[src/rtl/manchester_pkg.sv]
// Shared types and constants for the Manchester link controller.
// Build option: MANCH_PARITY_EN adds the PARITY state.
package manchester_pkg;

`ifdef MANCH_PARITY_EN
  typedef enum logic [2:0] {
    IDLE, PREAMBLE, DATA, PARITY, GAP
  } state_t;
`else
  typedef enum logic [2:0] {
    IDLE, PREAMBLE, DATA, GAP
  } state_t;
`endif

  // Preamble bits are read MSB first: 1,0,1,0,...
  localparam logic [15:0] PREAMBLE_PAT = 16'hAAAA;
  localparam logic IDLE_LEVEL = 1'b0;

  function automatic logic preamble_bit(
    input logic [3:0] idx
  );
    return PREAMBLE_PAT[4'd15 - idx];
  endfunction

endpackage

[src/rtl/manchester_bit_timer.sv]
// Half-bit timer: strobes on the last cycle of each half and
// tracks which half of the bit is on the line.
module manchester_bit_timer #(
  parameter int HALF_PERIOD = 4
) (
  input  logic clk,
  input  logic rst,
  input  logic restart,
  output logic half_end,
  output logic second_half
);

  logic [7:0] cnt;

  assign half_end = (cnt == 8'(HALF_PERIOD - 1));

  always_ff @(posedge clk) begin
    if (rst || restart) begin
      cnt         <= '0;
      second_half <= 1'b0;
    end else if (half_end) begin
      cnt         <= '0;
      second_half <= ~second_half;
    end else begin
      cnt <= cnt + 8'd1;
    end
  end

endmodule

[src/rtl/manchester_link_ctrl.sv]
// Two-requester round-robin Manchester transmitter.
// Build option: MANCH_PARITY_EN appends an even-parity bit.
module manchester_link_ctrl
  import manchester_pkg::*;
#(
  parameter int HALF_PERIOD  = 4,
  parameter int PREAMBLE_LEN = 4
) (
  input  logic       clk,
  input  logic       rst,
  input  logic       req0_valid,
  input  logic       req1_valid,
  input  logic [7:0] req0_data,
  input  logic [7:0] req1_data,
  output logic       req0_ready,
  output logic       req1_ready,
  output logic       tx_line,
  output logic       tx_active,
  output logic       grant_id,
  output logic       frame_done
);

  localparam logic [3:0] LAST_PRE = 4'(PREAMBLE_LEN - 1);

  state_t     state, state_nxt;
  logic [3:0] bit_cnt;
  logic [7:0] data_q;
  logic       last_grant;
  logic       grant;
  logic       pick;
  logic       tx_bit;
  logic       half_end;
  logic       second_half;
  logic       bit_end;

  manchester_bit_timer #(
    .HALF_PERIOD(HALF_PERIOD)
  ) u_timer (
    .clk        (clk),
    .rst        (rst),
    .restart    (grant),
    .half_end   (half_end),
    .second_half(second_half)
  );

  assign bit_end = half_end & second_half;

  // On a tie the requester not served last wins.
  assign pick = (req0_valid && req1_valid) ? ~last_grant
                                           : req1_valid;

  always_comb begin
    state_nxt  = state;
    grant      = 1'b0;
    req0_ready = 1'b0;
    req1_ready = 1'b0;
    frame_done = 1'b0;
    unique case (state)
      IDLE: begin
        if (req0_valid || req1_valid) begin
          grant      = 1'b1;
          req0_ready = ~pick;
          req1_ready = pick;
          state_nxt  = (PREAMBLE_LEN == 0) ? DATA : PREAMBLE;
        end
      end
      PREAMBLE: begin
        if (bit_end && bit_cnt == LAST_PRE)
          state_nxt = DATA;
      end
      DATA: begin
        if (bit_end && bit_cnt == 4'd7)
`ifdef MANCH_PARITY_EN
          state_nxt = PARITY;
`else
          state_nxt = GAP;
`endif
      end
`ifdef MANCH_PARITY_EN
      PARITY: begin
        if (bit_end)
          state_nxt = GAP;
      end
`endif
      GAP: begin
        if (bit_end) begin
          frame_done = 1'b1;
          state_nxt  = IDLE;
        end
      end
      default: state_nxt = IDLE;
    endcase
  end

  always_ff @(posedge clk) begin
    if (rst) begin
      state      <= IDLE;
      bit_cnt    <= '0;
      data_q     <= '0;
      grant_id   <= 1'b0;
      last_grant <= 1'b1;
    end else begin
      state <= state_nxt;
      if (grant || (bit_end && state_nxt != state))
        bit_cnt <= '0;
      else if (bit_end)
        bit_cnt <= bit_cnt + 4'd1;
      if (grant) begin
        data_q     <= pick ? req1_data : req0_data;
        grant_id   <= pick;
        last_grant <= pick;
      end
    end
  end

  always_comb begin
    tx_bit = 1'b0;
    unique case (state)
      PREAMBLE: tx_bit = preamble_bit(bit_cnt);
      DATA:     tx_bit = data_q[~bit_cnt[2:0]];
`ifdef MANCH_PARITY_EN
      PARITY:   tx_bit = ^data_q;
`endif
      default:  tx_bit = 1'b0;
    endcase
  end

  assign tx_active = (state != IDLE) && (state != GAP);
  // Bit 1 is low-then-high, bit 0 high-then-low.
  assign tx_line   = tx_active ? (second_half ? tx_bit : ~tx_bit)
                               : IDLE_LEVEL;

endmodule

[config.mk]
export PLATFORM = sky130hd
export DESIGN_NAME = manchester_link_ctrl
export DESIGN_NICKNAME = d
export VERILOG_FILES = /design/src/rtl/manchester_pkg.sv /design/src/rtl/manchester_bit_timer.sv /design/src/rtl/manchester_link_ctrl.sv
export SDC_FILE = /design/constraint.sdc
export NUM_CORES = 1
export LEC_CHECK = 0
export BUFFER_PORTS_ARGS = -buffer_cell sky130_fd_sc_hd__buf_2
export CORE_UTILIZATION = 44
export CTS_CLUSTER_SIZE = 16
export DETAILED_ROUTE_END_ITERATION = 12
export PLACE_DENSITY = 0.75
export SYNTH_ARGS = -nofsm -noshare
export SYNTH_HDL_FRONTEND = slang
export SYNTH_SLANG_ARGS = --single-unit
[constraint.sdc]
create_clock -name clk -period 2.1 [get_ports clk]
set_input_delay 0.105 -clock clk [delete_from_list [all_inputs] [get_ports clk]]
set_output_delay 0.105 -clock clk [all_outputs]
set_load 0.005 [all_outputs]
==> results of run 1 <==
[worst max-delay path, cell delays in order (launching register included)]
cell and delay [ps]:
dfxtp_4 390, mux4_2 500, mux2i_2 210, mux2i_1 210
o221ai_1 120, buf_2 140
[registers in the layout (all words and copies together), names as in the netlist]
| signal | flops |
|---|---|
| bit_cnt | 4 |
| grant_id | 1 |
| last_grant | 1 |
| u_timer.cnt | 8 |
| state | 3 |
| u_timer.second_half | 1 |
| data_q | 8 |
[repair_timing]
| item | CTS | global route |
|---|---|---|
| gates resized for setup | 2 | 3 |
| setup endpoints to repair | 1 | 1 |
| hold endpoints to repair | 0 | 0 |
| setup buffers | 0 | 3 |
[layout by cell type, fill, tap and decap left out, drive strengths merged, types with 3 or more instances in the layout]
cell type   n
inv         5
xor2        6
buf        29
nor2       22
clkbuf      4
and3        3
a21oi       6
mux2i       4
nand3      10
nand2b      3
dfxtp      26
a222oi      7
nor4        3
nand2       8
[report_power, final]
group,total (mW),internal [mW],switching [mW]
logic,0.115,0.0548,0.0601
registers,0.526,0.511,0.0154
clock network,0.249,0.106,0.143
total,0.890,0.672,0.218
[logic make-up (layout without fill, tap and decap cells)]
logic type                 count (synthesis)  in the layout  synth area share, %
buffers and inverters                     11             38                 3.56
and+or+nand+nor                           62             62                 27.3
xor gates and xnor gates                   7              7                 4.72
DFF                                       26             26                 40.0
other                                      1              1                0.288
adders and majority gates                  2              2                 1.92
AOI/OAI and AO/OA                         26             26                 15.6
muxes                                      6              6                 6.54
[worst max path at each step]
stage	from	endpoint	slack [ps]	cells after the start
final	bit_cnt[1]$_SDFFE_PP0P_	tx_line	110	5
after global routing	bit_cnt[1]$_SDFFE_PP0P_	tx_line	2	5
after CTS	bit_cnt[1]$_SDFFE_PP0P_	tx_line	40	5
after detailed placement	u_timer.cnt[0]$_SDFF_PP0_	bit_cnt[3]$_SDFFE_PP0P_	240	5
after global placement	u_timer.cnt[0]$_SDFF_PP0_	bit_cnt[3]$_SDFFE_PP0P_	310	5
after floorplan	u_timer.cnt[0]$_SDFF_PP0_	bit_cnt[3]$_SDFFE_PP0P_	380	5
[routing by layer]
| layer | GRT usage (%) | part of all wire [%] | up-vias |
|---|---|---|---|
| met1 | 25.6 | 45 | 533 |
| met3 | 3.69 | 6.3 | 5 |
| li1 | - | - | 580 |
| met5 | 0 | 0 | - |
| met2 | 29.6 | 46 | 41 |
| met4 | 10.8 | 2.5 | 0 |
[final cells by class]
type / count / area, µm² / area share, %
Multi-Input combinational cell: 104 / 737 / 48.7
Sequential cell: 26 / 528 / 34.9
Inverter: 5 / 18.8 / 1.24
Tap cell: 31 / 38.8 / 2.56
Timing Repair Buffer: 29 / 155 / 10.2
Clock buffer: 4 / 36.3 / 2.40
[through the flow]
stage / hold slack, ps / util [%] / cell area, µm² / worst slack, ps
2_1_floorplan: 183 / - / 1300 / 382
3_3_place_gp: 359 / 51.9 / 1440 / 311
3_5_place_dp: 367 / 51.9 / 1440 / 241
4_1_cts: 15.1 / 53.3 / 1480 / 35.4
5_1_grt: 32.1 / 54.4 / 1510 / 1.71
6_report: 22.6 / 54.4 / 1510 / 111
==> flow_metrics.env, run 1 <==
export IMPL_clock_tree_htree_level_count=1
export IMPL_synth_top_area_share_pct=40.0
export IMPL_grt_pass1_wl_mm=4.78
export IMPL_hold_path_class="input pin to flop"
export IMPL_avgSynthCellArea_um2=9.22
export IMPL_whs_endpoint="data_q[3]$_SDFFE_PP0P_"
export IMPL_synth_commonest_cells="dfxtp_1 (26), nor2_1 (22), nand3_1 (9)"
export IMPL_grt_max_degree=15
export IMPL_clock_path_buffers=2
export IMPL_firstDrtPassIters=6
export IMPL_reg2reg_to="bit_cnt[3]$_SDFFE_PP0P_"
export IMPL_p_total_uw=890
export IMPL_async_flop_share_pct=0
export IMPL_fmax_ghz=0.503
export IMPL_die_w_um=56.4
export IMPL_dieArea_um2=3180
export IMPL_vias=1159
export IMPL_finalCritPeriodShare_pct=94.7
export IMPL_gr_total_overflow=0
export IMPL_hold_viol=0
export IMPL_yosys_cell_count_top_type="dfxtp_1"
export IMPL_vias_per_cell=5.82
export IMPL_start_util_pct=46.7
export IMPL_syn_to_final_growth_pct=16.5
export IMPL_fin_tns_setup_ps=0
export IMPL_routed_wirelength_mm=2.76
export IMPL_rsz0062_at_grt="false"
export IMPL_clock_latency_ps=320
export IMPL_finalCriticalPeriod_ps=1990
export IMPL_track_usage_pct=19.4
export IMPL_min_from="req0_data[3]"
export IMPL_rr_worst_depth=5
export IMPL_gp_congestion=0.973
export IMPL_post_drt_wl_per_cell_um=13.9
export IMPL_synth_area_leaders="dfxtp_1 (40%), nor2_1 (6.4%), a222oi_1 (5.4%), xor2_1 (4.0%), nand3_1 (3.5%)"
export IMPL_synth_edf_count=0
export IMPL_powerDensity_nw_per_um2=588
export IMPL_yosysUniqueCellTypes=41
export IMPL_syn_num_nets=163
export IMPL_synth_area_um2=1300
export IMPL_synth_ff_latch_count=26
export IMPL_crit_required_ps=2000
export IMPL_dp_cells=192
export IMPL_cp_start_kind="flop"
export IMPL_fin_skew_ps=7.68
export IMPL_hold_buffers=0
export IMPL_ys_seq_area_share_pct=40.0
export IMPL_cts_made_buffers=3
export IMPL_core_area_um2=2780
export IMPL_synth_cells=141
export IMPL_drt_iter0_drc=76
export IMPL_r2r_setup_slack_ps=200
export IMPL_ctsRootBufferMaster="clkbuf_4"
export IMPL_final_antenna_net_count=0
export IMPL_nFillCells=252
export IMPL_drc=0
export IMPL_nets=191
export IMPL_dp_hpwl_mm=2.09
export IMPL_boundaryPins=26
export IMPL_die_h_um=56.4
export IMPL_clock_sinks=26
export IMPL_critical_path_class="flop to output port"
export IMPL_min_path_cells=3
export IMPL_path_clk_slew_ps=130
export IMPL_drv_slew=0
export IMPL_r2r_start="u_timer.cnt[0]$_SDFF_PP0_"
export IMPL_cp_max_fo=4
export IMPL_cts_tree="done"
export IMPL_instances_no_fill=199
export IMPL_ys_flop_type="dfxtp_1"
export IMPL_p_leak_nw=0.583
export IMPL_cp_arrival_ps=1880
export IMPL_port_buffers=25
export IMPL_yosysWarnings=0
export IMPL_synth_top_area_cell="dfxtp_1"
export IMPL_final_setup_viol_count=0
export IMPL_rows=19
export IMPL_vdd_drop_max_v=0.000372
export IMPL_endpoint_kind="output port"
export IMPL_status="finished, final reports clean"
export IMPL_grt_pass1_vias=1065
export IMPL_layout_drive_gt1_share_pct=26.8
export IMPL_antenna_found_initial=0
export IMPL_cap_violations=0
export IMPL_antenna_cells=0
No activity file was read; power rests on OpenSTA's default activity.
==> inputs of run 2 (changes only) <==
- REMOVE_ABC_BUFFERS: default -> 1
==> flow_metrics.env, run 2 (same netlist as run 1, synthesis figures left out) <==
export IMPL_fmax_ghz=0.493
export IMPL_syn_to_final_growth_pct=14.8
export IMPL_fin_tns_setup_ps=0
export IMPL_final_antenna_net_count=0
export IMPL_die_h_um=56.4
export IMPL_grt_max_degree=14
export IMPL_pre_cts_ws_ps=222
export IMPL_start_util_pct=46.7
export IMPL_powerDensity_nw_per_um2=568
export IMPL_clock_latency_ps=320
export IMPL_vias=1187
export IMPL_core_area_um2=2780
export IMPL_grt_pass1_wl_mm=4.57
export IMPL_grt_pass1_vias=1065
export IMPL_p_leak_nw=0.571
export IMPL_ctsRootBufferMaster="clkbuf_4"
export IMPL_dieArea_um2=3180
export IMPL_finalCriticalPeriod_ps=2030
export IMPL_cp_max_fo=5
export IMPL_post_drt_wl_per_cell_um=13.9
export IMPL_drv_slew=0
export IMPL_clock_sinks=26
export IMPL_rows=19
export IMPL_die_w_um=56.4
export IMPL_dp_hpwl_mm=2.00
export IMPL_nFillCells=250
export IMPL_clock_path_buffers=2
export IMPL_mostFrequentLayoutCells="buf_2 (25), dfxtp_1 (24), nor2_1 (22), nand3_1 (9), nand2_1 (8)"
export IMPL_worst_pin_slew_ps=494
export IMPL_boundaryPins=26
export IMPL_fin_skew_ps=7.73
export IMPL_layout_drive_gt1_share_pct=25.9
export IMPL_firstDrtPassIters=6
export IMPL_path_clk_slew_ps=140
export IMPL_setup_ws_ps=73.2
export IMPL_top_regs="data_q: 8 flops, u_timer.cnt: 8 flops, bit_cnt: 4 flops"
export IMPL_gr_total_overflow=0
export IMPL_vdd_drop_max_v=0.000478
export IMPL_gp_congestion=0.854
export IMPL_antenna_cells=0
export IMPL_cts_tree="done"
export IMPL_dpl_cell_area_um2=1440
export IMPL_slew_headroom_pct=66.8
export IMPL_nets=190
export IMPL_port_buffers=25
export IMPL_hold_path_class="input pin to flop"
export IMPL_cts_made_buffers=3
export IMPL_critical_path_class="flop to output port"
export IMPL_hold_buffers=0
export IMPL_status="finished, final reports clean"
export IMPL_vias_per_cell=6.03
export IMPL_cp_start_kind="flop"
export IMPL_finalCritPeriodShare_pct=96.5
export IMPL_final_setup_viol_count=0
export IMPL_layout_commonest_cell="buf_2"
export IMPL_crit_required_ps=2000
export IMPL_r2r_setup_slack_ps=210
export IMPL_drc=0
export IMPL_cap_violations=0
export IMPL_timing_hold_ws_ps=38.7
export IMPL_drt_iter0_drc=85
export IMPL_clock_tree_htree_level_count=1
export IMPL_final_area_um2=1490
export IMPL_hold_viol=0
export IMPL_endpoint_kind="output port"
export IMPL_antenna_found_initial=0
export IMPL_routed_wirelength_mm=2.74
export IMPL_track_usage_pct=18.0
export IMPL_cp_arrival_ps=1920
-- run 2: final cells by class --
class | count | area, µm² | share of cell area, %
multi-input cells | 104 | 737 | 49.4
clock buffers | 3 | 22.5 | 1.51
flip-flops and latches | 26 | 528 | 35.4
repair buffers | 28 | 148 | 9.89
inverters | 5 | 18.8 | 1.26
well taps | 31 | 38.8 | 2.60
-- run 2: critical path, stage by stage, from the launching register on --
cell      delay (ps)
dfxtp_4          410
mux4_2           510
mux2i_2          190
mux2i_1          230
o221ai_1         120
buf_2            140
-- run 2: path summary, 6_finish.rpt --
path                        startpoint                      end  cells past startpoint
max            bit_cnt[1]$_SDFFE_PP0P_                  tx_line                      5
min                       req0_data[2]   data_q[2]$_SDFFE_PP0P_                      3
max reg2reg  u_timer.cnt[0]$_SDFF_PP0_  bit_cnt[3]$_SDFFE_PP0P_                      5
min reg2reg    last_grant$_SDFFE_PP1P_  last_grant$_SDFFE_PP1P_                      1
-- run 2: routing by layer --
layer	global-route usage [%]	vias up	routed length [µm]
met5	0	-	0
met4	6.97	0	29
met3	3.00	5	131
met2	32.1	41	1380
met1	21.6	564	1210
li1	-	577	-
-- run 2: stage by stage --
stage | total power [mW] | utilization (%) | cells
after global routing | 0.892 | 53.7 | 197
final | 0.848 | 53.7 | 197
after CTS | 0.857 | 52.8 | 195
after floorplan | 0.606 | - | 135
after global placement | 0.647 | 51.9 | 192
after detailed placement | 0.652 | 51.9 | 192
-- run 2: where the power goes --
group / leakage, nW / internal, mW / total, mW / switching (mW)
combinational: 0.343 / 0.0546 / 0.115 / 0.0606
sequential: 0.214 / 0.511 / 0.525 / 0.0141
clock: 0.0138 / 0.0672 / 0.208 / 0.140
total: 0.571 / 0.633 / 0.848 / 0.215
-- run 2: what timing repair did --
action | CTS | global route
cloned | 0 | 0
endpoints found under the setup margin | 1 | 1
gates resized for setup | 2 | 3
buffers inserted | 0 | 2
